<file path="src/rtl/i2c_pkg.sv">
// ---------------------------------------------------------------------------
// i2c_pkg
// Shared types and constants for the single-byte I2C master.
//   i2c_mst_state_e : transaction phase of the master FSM
//   i2c_qtr_e       : quarter of an SCL bit period (Q0..Q3)
//   I2C_BIT_QTRS    : quarters per bit time
//   I2C_ADDR_W      : slave address width
// ---------------------------------------------------------------------------
package i2c_pkg;

    localparam int I2C_BIT_QTRS = 4;
    localparam int I2C_ADDR_W   = 7;

    typedef enum logic [3:0] {
        ST_IDLE,
        ST_START,
        ST_ADDR,
        ST_ADDR_ACK,
        ST_WRITE,
        ST_WRITE_ACK,
        ST_READ,
        ST_MNACK,
        ST_STOP
    } i2c_mst_state_e;

    typedef enum logic [1:0] {
        Q0,
        Q1,
        Q2,
        Q3
    } i2c_qtr_e;

endpackage

</file>
<file path="src/rtl/i2c_qtr_timer.sv">
// ---------------------------------------------------------------------------
// i2c_qtr_timer
// Divides the system clock into SCL quarter periods of QTR cycles each.
// Ports:
//   clk, reset : system clock, synchronous active-high reset
//   clear      : forces count 0 / quarter Q0 (held while the master idles)
//   hold       : freezes the count (slave clock stretching)
//   tick       : high on the last cycle of the current quarter
//   qtr        : index of the current quarter
// ---------------------------------------------------------------------------
module i2c_qtr_timer
    import i2c_pkg::*;
#(
    parameter int QTR = 250
) (
    input  logic     clk,
    input  logic     reset,
    input  logic     clear,
    input  logic     hold,
    output logic     tick,
    output i2c_qtr_e qtr
);

    localparam int            CW      = (QTR > 1) ? $clog2(QTR) : 1;
    localparam logic [CW-1:0] CNT_MAX = CW'(QTR - 1);

    logic [CW-1:0] cnt_q, cnt_d;
    i2c_qtr_e      qtr_q, qtr_d;

    assign tick = !clear && !hold && (cnt_q == CNT_MAX);
    assign qtr  = qtr_q;

    // The quarter index wraps Q3 -> Q0 naturally in two bits, so bit
    // boundaries need no separate counter.
    always_comb begin
        cnt_d = cnt_q;
        qtr_d = qtr_q;
        if (clear) begin
            cnt_d = '0;
            qtr_d = Q0;
        end else if (tick) begin
            cnt_d = '0;
            qtr_d = i2c_qtr_e'(qtr_q + 2'd1);
        end else if (!hold) begin
            cnt_d = cnt_q + CW'(1);
        end
    end

    always_ff @(posedge clk) begin
        if (reset) begin
            cnt_q <= '0;
            qtr_q <= Q0;
        end else begin
            cnt_q <= cnt_d;
            qtr_q <= qtr_d;
        end
    end

endmodule

</file>
<file path="src/rtl/i2c_master_ctrl.sv">
// ---------------------------------------------------------------------------
// i2c_master_ctrl
// Single-byte I2C master: START, 7-bit address + R/W, one data byte
// (write, or read finished with a master NACK), STOP. SCL and SDA are
// driven as open-drain pull-low enables.
// Ports:
//   clk, reset        : system clock, synchronous active-high reset
//   start             : one-cycle request, accepted only while busy=0
//   addr, rw          : slave address and direction (1 = read), latched
//   data_write        : byte to write, latched on accepted start
//   data_read         : byte received by the last read
//   busy, done        : transaction in progress / one-cycle completion
//   ack_err           : a slave ACK bit was sampled high
//   scl_oe, sda_oe    : 1 pulls the line low
//   scl_i, sda_i      : line levels
// Optional feature macro: I2C_CLK_STRETCH_EN -- when defined, the Q2
// quarter is extended while scl_i is still low (slave clock stretching).
// ---------------------------------------------------------------------------
module i2c_master_ctrl
    import i2c_pkg::*;
#(
    parameter int HALF_PERIOD = 500
) (
    input  logic                  clk,
    input  logic                  reset,
    input  logic                  start,
    input  logic [I2C_ADDR_W-1:0] addr,
    input  logic                  rw,
    input  logic [7:0]            data_write,
    output logic [7:0]            data_read,
    output logic                  busy,
    output logic                  done,
    output logic                  ack_err,
    output logic                  scl_oe,
    output logic                  sda_oe,
    input  logic                  scl_i,
    input  logic                  sda_i
);

    localparam int QTR = HALF_PERIOD / 2;

    i2c_mst_state_e        state_q, state_d;
    logic [I2C_ADDR_W-1:0] addr_q, addr_d;
    logic                  rw_q, rw_d;
    logic [7:0]            wdata_q, wdata_d;
    logic [7:0]            rx_q, rx_d;
    logic [7:0]            data_read_q, data_read_d;
    logic [2:0]            bit_cnt_q, bit_cnt_d;
    logic                  busy_q, busy_d;
    logic                  done_q, done_d;
    logic                  ack_err_q, ack_err_d;
    logic                  scl_oe_q, scl_oe_d;
    logic                  sda_oe_q, sda_oe_d;

    logic     tick;
    logic     hold;
    i2c_qtr_e qtr;
    i2c_qtr_e qtr_nxt;
    logic     bit_end;
    logic     sample;
    logic     low_half;
    logic [7:0] tx_byte;

`ifdef I2C_CLK_STRETCH_EN
    // Only the SCL-high quarter waits for the line to actually rise.
    assign hold = (qtr == Q2) && !scl_i;
`else
    logic unused_scl_i;
    assign unused_scl_i = scl_i;
    assign hold         = 1'b0;
`endif

    i2c_qtr_timer #(
        .QTR (QTR)
    ) u_timer (
        .clk   (clk),
        .reset (reset),
        .clear (state_q == ST_IDLE),
        .hold  (hold),
        .tick  (tick),
        .qtr   (qtr)
    );

    // Next-state logic. The line enables are computed from the *next* state
    // and quarter so that the registered outputs change on the same edge
    // that enters a new quarter.
    always_comb begin
        state_d     = state_q;
        addr_d      = addr_q;
        rw_d        = rw_q;
        wdata_d     = wdata_q;
        rx_d        = rx_q;
        data_read_d = data_read_q;
        bit_cnt_d   = bit_cnt_q;
        ack_err_d   = ack_err_q;
        done_d      = 1'b0;

        qtr_nxt = tick ? i2c_qtr_e'(qtr + 2'd1) : qtr;
        bit_end = tick && (qtr == Q3);
        sample  = tick && (qtr == Q2);

        case (state_q)
            ST_IDLE: begin
                if (start && !busy_q) begin
                    state_d   = ST_START;
                    addr_d    = addr;
                    rw_d      = rw;
                    wdata_d   = data_write;
                    ack_err_d = 1'b0;
                    bit_cnt_d = '0;
                end
            end
            ST_START: begin
                if (bit_end) begin
                    state_d   = ST_ADDR;
                    bit_cnt_d = '0;
                end
            end
            ST_ADDR: begin
                if (bit_end) begin
                    if (bit_cnt_q == 3'd7) state_d = ST_ADDR_ACK;
                    else                   bit_cnt_d = bit_cnt_q + 3'd1;
                end
            end
            ST_ADDR_ACK: begin
                if (sample && sda_i) ack_err_d = 1'b1;
                // ack_err_q already holds this slot's sample by Q3.
                if (bit_end) begin
                    bit_cnt_d = '0;
                    if (ack_err_q) state_d = ST_STOP;
                    else if (rw_q) state_d = ST_READ;
                    else           state_d = ST_WRITE;
                end
            end
            ST_WRITE: begin
                if (bit_end) begin
                    if (bit_cnt_q == 3'd7) state_d = ST_WRITE_ACK;
                    else                   bit_cnt_d = bit_cnt_q + 3'd1;
                end
            end
            ST_WRITE_ACK: begin
                if (sample && sda_i) ack_err_d = 1'b1;
                if (bit_end) state_d = ST_STOP;
            end
            ST_READ: begin
                if (sample) begin
                    rx_d = {rx_q[6:0], sda_i};
                    if (bit_cnt_q == 3'd7) data_read_d = {rx_q[6:0], sda_i};
                end
                if (bit_end) begin
                    if (bit_cnt_q == 3'd7) state_d = ST_MNACK;
                    else                   bit_cnt_d = bit_cnt_q + 3'd1;
                end
            end
            ST_MNACK: begin
                if (bit_end) state_d = ST_STOP;
            end
            ST_STOP: begin
                if (bit_end) begin
                    state_d = ST_IDLE;
                    done_d  = 1'b1;
                end
            end
            default: state_d = ST_IDLE;
        endcase

        // busy also covers the done cycle, so a start there is ignored.
        busy_d = (state_d != ST_IDLE) || done_d;

        low_half = (qtr_nxt == Q0) || (qtr_nxt == Q1);
        tx_byte  = (state_d == ST_ADDR) ? {addr_d, rw_d} : wdata_d;

        scl_oe_d = 1'b0;
        sda_oe_d = 1'b0;
        case (state_d)
            ST_START: begin
                sda_oe_d = (qtr_nxt == Q2) || (qtr_nxt == Q3);
            end
            ST_ADDR, ST_WRITE: begin
                scl_oe_d = low_half;
                sda_oe_d = !tx_byte[3'd7 - bit_cnt_d];
            end
            ST_ADDR_ACK, ST_WRITE_ACK, ST_READ, ST_MNACK: begin
                scl_oe_d = low_half;
            end
            ST_STOP: begin
                scl_oe_d = low_half;
                sda_oe_d = (qtr_nxt != Q3);
            end
            default: begin
                scl_oe_d = 1'b0;
                sda_oe_d = 1'b0;
            end
        endcase
    end

    always_ff @(posedge clk) begin
        if (reset) begin
            state_q     <= ST_IDLE;
            addr_q      <= '0;
            rw_q        <= 1'b0;
            wdata_q     <= '0;
            rx_q        <= '0;
            data_read_q <= '0;
            bit_cnt_q   <= '0;
            busy_q      <= 1'b0;
            done_q      <= 1'b0;
            ack_err_q   <= 1'b0;
            scl_oe_q    <= 1'b0;
            sda_oe_q    <= 1'b0;
        end else begin
            state_q     <= state_d;
            addr_q      <= addr_d;
            rw_q        <= rw_d;
            wdata_q     <= wdata_d;
            rx_q        <= rx_d;
            data_read_q <= data_read_d;
            bit_cnt_q   <= bit_cnt_d;
            busy_q      <= busy_d;
            done_q      <= done_d;
            ack_err_q   <= ack_err_d;
            scl_oe_q    <= scl_oe_d;
            sda_oe_q    <= sda_oe_d;
        end
    end

    assign data_read = data_read_q;
    assign busy      = busy_q;
    assign done      = done_q;
    assign ack_err   = ack_err_q;
    assign scl_oe    = scl_oe_q;
    assign sda_oe    = sda_oe_q;

endmodule
</file>
<file path="config.mk">
export PLATFORM = sky130hd
export DESIGN_NAME = i2c_master_ctrl
export DESIGN_NICKNAME = d
export VERILOG_FILES = /design/src/rtl/i2c_pkg.sv /design/src/rtl/i2c_qtr_timer.sv /design/src/rtl/i2c_master_ctrl.sv
export SDC_FILE = /design/constraint.sdc
export NUM_CORES = 1
export LEC_CHECK = 0
export BUFFER_PORTS_ARGS = -buffer_cell sky130_fd_sc_hd__buf_4
export CAP_MARGIN = 20
export CORE_MARGIN = 2
export CORE_UTILIZATION = 40
export CTS_CLUSTER_SIZE = 16
export DETAILED_ROUTE_END_ITERATION = 12
export GPL_TIMING_DRIVEN = 0
export PLACE_DENSITY = 0.63
export SLEW_MARGIN = 10
export SYNTH_ARGS = -nofsm -noshare
export SYNTH_HDL_FRONTEND = slang
export SYNTH_SLANG_ARGS = --single-unit
</file>
<file path="constraint.sdc">
create_clock -name clk -period 2.36 [get_ports clk]
set_input_delay 0.118 -clock clk [delete_from_list [all_inputs] [get_ports clk]]
set_output_delay 0.118 -clock clk [all_outputs]
set_load 0.01 [all_outputs]
</file>
==> impl_results.md, run 1 <==
* Status: finished clean
* Max-cap violations at 0
* Share of cells above drive strength 1 at 0.249
* Synth Cell Area at 2520 um^2
* Largest net degree at the start of global routing at 19
* Pwr per Cell Area at 531 nW/um^2
* Die area at 6950 um^2
* Final setup violation count at 0
* Nets at 382
* Antenna Nets Post-Route at 0
* Vias/cell at 5.38
* Port bufs at 32
* Synth Flop Type: dfxtp_1
* CP endpoint kind: flip-flop
* CP arrival at 2.45 ns
* Synth cell types at 51
* Final Instance Area at 3160 um^2
* Relative slew slack at 0.602
* Initial DRC Count at 142
* Worst hold stages at 3
* Final Slew Violations at 0
* Register Area at 1070 um^2
* Hold Crit Class: input port to flip-flop
* LEAKAGE at 1.25 nW
* Synth warnings at 0
* Die W at 83.4 um
* Asr flop ratio synth at 0
* Vias in the first global route at 2170
* Area growth from synthesis to layout at 25.3%
* H-tree depth at 2
* Period minus WS final at 2.26 ns
* VDD IR max at 0.348 mV
* Maximum achievable frequency at 443 MHz
* Num ports at 34
* Post-DP Area at 2860 um^2
* Placement Rows at 28
* First-pass iteration count of the detailed router at 4
* Crit Path Class: flip-flop to flip-flop
* Hpwl dp at 4240 um
* Wirelength per Cell at 14.3 um
* RD Place Congestion at 0.846
* Worst Path Required at 2.55 ns
* Skew-Pair Late Insertion Delay at 0.32 ns
* Syn Nets at 335
* Num Clock Sinks at 53
* Starting Density at 0.421
* Worst Tran Pin Value at 0.597 ns
* Total Routed Length at 6170 um
* Clock buffer depth at 2
* Fillers at 569
* Hold buffer count at cts at 0
* Depth of the worst register-to-register path at 9
* DRC viols at 0
* Hold violation count in the final report at 0
* Antenna fix cells at 0
* Mean Syn Cell Area at 8.16 um^2
* Clock root buffer master: clkbuf_8
* Area of the core at 5990 um^2
* Total GRT Usage at 0.178
* Die H at 83.4 um
* Final worst-path cycle share at 0.956
* Critical Path Start Type: flip-flop
* Gr ovfl total at 0
* Setup TNS at 0 ns
* Reg clk slew, reported paths at 0.10 ns
* Antenna violations before repair at 0
* Area of the multi-input gates at 1520 um^2
* Crit path max fanout at 6
* Yosys reg bits at 53
* Sequential fraction of the synthesis area at 0.421
* Clock skew at 0.00901 ns
* Number of flops mapped to enable cells by yosys at 0
* Via count at 2324
* First-pass GRT wire length at 10100 um
* CTS tree: yes
* Syn Inst Count at 309
* Num CTS Buffers at 5
==> timing repair <==
action	4_1_cts	5_1_grt
resized for setup	5	34
setup buffers	0	7
endpoints found under the setup margin	9	9
cloned	0	1
pin swaps	1	9
==> stage by stage <==
stage	setup WS (ns)	power, W	hold WS (ns)	util	cells
CTS	-0.0610	0.00167	0.0375	0.497	424
floorplan	0.195	0.00107	0.254	-	309
finish	0.104	0.00168	0.0369	0.527	432
global route	-0.0587	0.00176	0.0298	0.527	432
global placement	-0.204	0.00113	0.365	0.477	416
detailed placement	-0.205	0.00113	0.373	0.477	416
==> layout make-up <==
type / count / share of cell area
tap: 75 / 0.0297
sequential: 53 / 0.340
clock buffer: 5 / 0.0218
timing repair buffer: 39 / 0.0927
clock inverter: 3 / 0.00832
buffer: 15 / 0.0218
multi-input combinational: 239 / 0.482
inverter: 3 / 0.00357
==> cell families after synthesis <==
logic type	Yosys count	synth area share
AND/OR/NAND/NOR	146	0.287
AO/OA/AOI/OAI	68	0.165
flip-flops	53	0.421
buffers and inverters	18	0.0293
XOR/XNOR	10	0.0347
multiplexers	9	0.0377
adder cells (fa/ha/maj)	5	0.0248
==> flip-flops by register name (all words and copies together) (netlist names), 2 cells and up <==
register and count:
wdata_q 8, data_read 8, u_timer.qtr 2, addr_q 7
bit_cnt_q 3, state_q 4, rx_q 7, u_timer.cnt_q 8
==> report_power, final <==
group | leakage (nW) | total, W | internal, W | switching [W]
Combinational | 0.763 | 0.000205 | 0.0000869 | 0.000118
Sequential | 0.434 | 0.000928 | 0.000917 | 0.0000115
Clock | 0.0487 | 0.000544 | 0.000217 | 0.000327
==> per-layer routing <==
metal / global-route usage / part of all wire / vias to the layer above
li1: - / - / 1173
met1: 0.238 / 0.45 / 1073
met2: 0.282 / 0.47 / 66
met3: 0.0437 / 0.060 / 12
met4: 0.0551 / 0.020 / 0
met5: 0 / 0 / -
==> layout by cell type, fill, tap and decap left out, drive strengths merged, types with 3 or more instances in the layout <==
cell type / count
nand3: 11
o21ai: 8
xnor2: 5
and3: 5
mux2i: 8
a21o: 3
nand2b: 3
dfxtp: 53
nand2: 66
a21oi: 39
xor2: 5
nor4: 3
nand4b: 3
nor3b: 3
buf: 43
clkbuf: 16
nand4: 3
ha: 5
a31oi: 3
inv: 4
nor3: 9
nor2: 31
o22ai: 4
==> worst paths after layout <==
| kind | from | to | slack, ns |
|---|---|---|---|
| hold / removal | addr[1] | addr_q[1]$_SDFF_PP0_ | 0.04 |
| setup reg to reg | u_timer.qtr[0]$_SDFF_PP0_ | sda_oe$_SDFF_PP0_ | 0.10 |
| hold reg to reg | data_read[2]$_SDFFE_PP0P_ | data_read[2]$_SDFFE_PP0P_ | 0.46 |
| setup / recovery | u_timer.qtr[0]$_SDFF_PP0_ | sda_oe$_SDFF_PP0_ | 0.10 |
==> synth_stat cells (3+ instances only) <==
cell type  instances  area share
a21o_1             3      0.0089
a21oi_1           39       0.077
a31oi_1            3      0.0074
and3_1             4      0.0099
buf_2              5      0.0099
clkbuf_1          10       0.015
dfxtp_1           53        0.42
ha_1               5       0.025
inv_1              3      0.0045
mux2i_1            7       0.028
nand2_1           65       0.097
nand2b_1           3      0.0074
nand3_1           11       0.022
nor2_1            29       0.043
nor3_1             8       0.016
nor3b_1            3      0.0089
nor4_1             3      0.0074
o21ai_0            8       0.016
xnor2_1            5       0.017
xor2_1             5       0.017
==> worst max-delay path, stage by stage (launching register included) <==
cell and delay [ns]:
dfxtp_4 0.39, ha_4 0.17, nand4b_4 0.16, nor3_4 0.29, mux2i_4 0.40, nor2_4 0.11
mux2i_1 0.15, a21o_1 0.19, a32oi_1 0.16, o211ai_1 0.11
(Power assumes the default switching activity.)
==> run 2, diff against run 1 <==
Settings changed: MAX_ROUTING_LAYER set to met4, SETUP_SLACK_MARGIN set to 0.2.
==> run 2 against run 1 <==
Effect of this change: hold slack gained 0.0047 ns; register-to-register slack better by 0.03 ns; non-clock buffer count up 11; critical endpoint unchanged.
==> impl_results.md, run 2 (synthesis results as in run 1) <==
* Status: finished clean
* Placement Rows at 28
* Slowest stage cell, crit path: o311ai_4
* CP startpoint: u_timer.cnt_q[1]$_SDFF_PP0_
* Die W at 83.4 um
* Hold Crit Class: input port to flip-flop
* Hold violation count in the final report at 0
* First-pass GRT wire length at 10200 um
* Met2 wire length at 3020 um
* Most common cell on crit path: o211ai_1
* Worst hold margin at 0.0416 ns
* WL met1 at 2780 um
* Crit path max fanout at 9
* Wirelength per Cell at 13.9 um
* Relative slew slack at 0.620
* Worst Tran Pin Value at 0.569 ns
* Maximum achievable frequency at 449 MHz
* RR Startpoint: u_timer.cnt_q[1]$_SDFF_PP0_
* Clock buffer depth at 2
* Clock skew at 0.00929 ns
* Initial DRC Count at 181
* Share of cells above drive strength 1 at 0.292
* Via count at 2358
* Antenna violations before repair at 0
* Num CTS Buffers at 5
* Starting Density at 0.421
* Port bufs at 32
* Area of the core at 5990 um^2
* Final setup violation count at 0
* Antenna Nets Post-Route at 0
* Pwr per Cell Area at 511 nW/um^2
* Die area at 6950 um^2
* Hold Path Origin: addr[2]
* Total GRT Usage at 0.184
* Detail Route met3 WL at 292 um
* VDD IR max at 0.283 mV
* Area growth from synthesis to layout at 30.6%
* Clock root buffer master: clkbuf_8
* CP peak stage delay at 0.39 ns
* Period minus WS final at 2.23 ns
* Num Clock Sinks at 53
* Crit path buffers/inverters at 2
* Reg clk slew, reported paths at 0.10 ns
* Most common library cell in the layout ignoring fill and taps: nand2_1
* Max-cap violations at 0
* H-tree depth at 2
* Largest net degree at the start of global routing at 18
* CTS tree: yes
* Vias/cell at 5.33
* Gr ovfl total at 0
* Commonest cells after routing, fill and taps aside: 64 x nand2_1, 51 x buf_4, 45 x dfxtp_1
* Final Slew Violations at 0
* Final worst-path cycle share at 0.945
* Die H at 83.4 um
* Skew-Pair Late Insertion Delay at 0.31 ns
* Num ports at 34
* Crit Path Class: flip-flop to flip-flop
* Top layer used by detailed routing: met4
* Final Power at 0.00168 W
* Critical Path Start Type: flip-flop
* Unrepaired setup endpoints after global routing: true
* Nets at 392
* DRC viols at 0
* Antenna fix cells at 0
* RD Place Congestion at 0.905
* Hpwl dp at 4260 um
* Critical Path, Cell by Cell: inv_2 > ha_4 > and4b_2 > nand2_4 > o311ai_4 > buf_4 > o21ai_0 > nand3_1 > o211ai_1 > a32oi_1 > o211ai_1
* LEAKAGE at 1.29 nW
* Vias in the first global route at 2260
* Worst Path Required at 2.54 ns
* Total Routed Length at 6150 um
* CP endpoint kind: flip-flop
* Top delay family on crit path: compound AO/OA/AOI/OAI gates
* CP arrival at 2.41 ns
* First-pass iteration count of the detailed router at 4
* Hold buffer count at cts at 0
run 2: cell types whose count changed in the layout (fill, tap and decap cells not counted), sizes merged:
cell / previous run / this run
clkbuf: 16 / 15
buf: 43 / 55
clkinvlp: 0 / 1
o22ai: 4 / 3
clkinv: 2 / 3
inv: 4 / 2
run 2: worst min-delay path, stage by stage:
cell and delay (ns):
buf_4 0.10, nand2_1 0.04, a21oi_1 0.05
run 2: power breakdown:
group / total [W] / switching [W] / internal (W)
clock: 0.000522 / 0.000310 / 0.000211
sequential: 0.000929 / 0.0000120 / 0.000917
combinational: 0.000232 / 0.000125 / 0.000107
total: 0.00168 / 0.000447 / 0.00124
run 2: routing by layer:
layer  track usage  vias to the layer above
met3        0.0368                        8
li1              -                     1191
met4        0.0611                        0
met5             -                        -
met2         0.296                       57
met1         0.230                     1102
run 2: path summary, 6_finish.rpt:
check / to / slack [ns] / cells past startpoint
setup reg to reg: sda_oe$_SDFF_PP0_ / 0.13 / 11
setup / recovery: sda_oe$_SDFF_PP0_ / 0.13 / 11
hold / removal: addr_q[2]$_SDFF_PP0_ / 0.04 / 3
hold reg to reg: data_read[2]$_SDFFE_PP0P_ / 0.46 / 2
run 2: per-stage QoR:
stage | utilization | setup slack (ns) | instance area, um^2 | setup TNS (ns) | std cells
2_1_floorplan | - | 0.209 | 2530 | 0 | 309
3_3_place_gp | 0.478 | -0.191 | 2870 | -0.191 | 416
3_5_place_dp | 0.478 | -0.163 | 2870 | -0.185 | 416
4_1_cts | 0.530 | 0.176 | 3180 | 0 | 435
5_1_grt | 0.550 | 0.0465 | 3290 | 0 | 442
6_report | 0.550 | 0.131 | 3290 | 0 | 442
run 2: timing repair:
item,in CTS,in global routing
pin swaps,14,4
endpoints found under the setup margin,18,10
gates resized for setup,34,17
gates cloned,0,0
setup buffers,11,7
run 2: layout make-up:
class | count | area, um^2
Timing Repair Buffer | 50 | 379
Clock inverter | 3 | 22.5
Clock buffer | 5 | 68.8
Multi-Input combinational cell | 238 | 1560
Tap cell | 75 | 93.8
Sequential cell | 53 | 1080
Inverter | 3 | 15.0
Buffer | 15 | 75.1
Fill cell | 556 | 2700
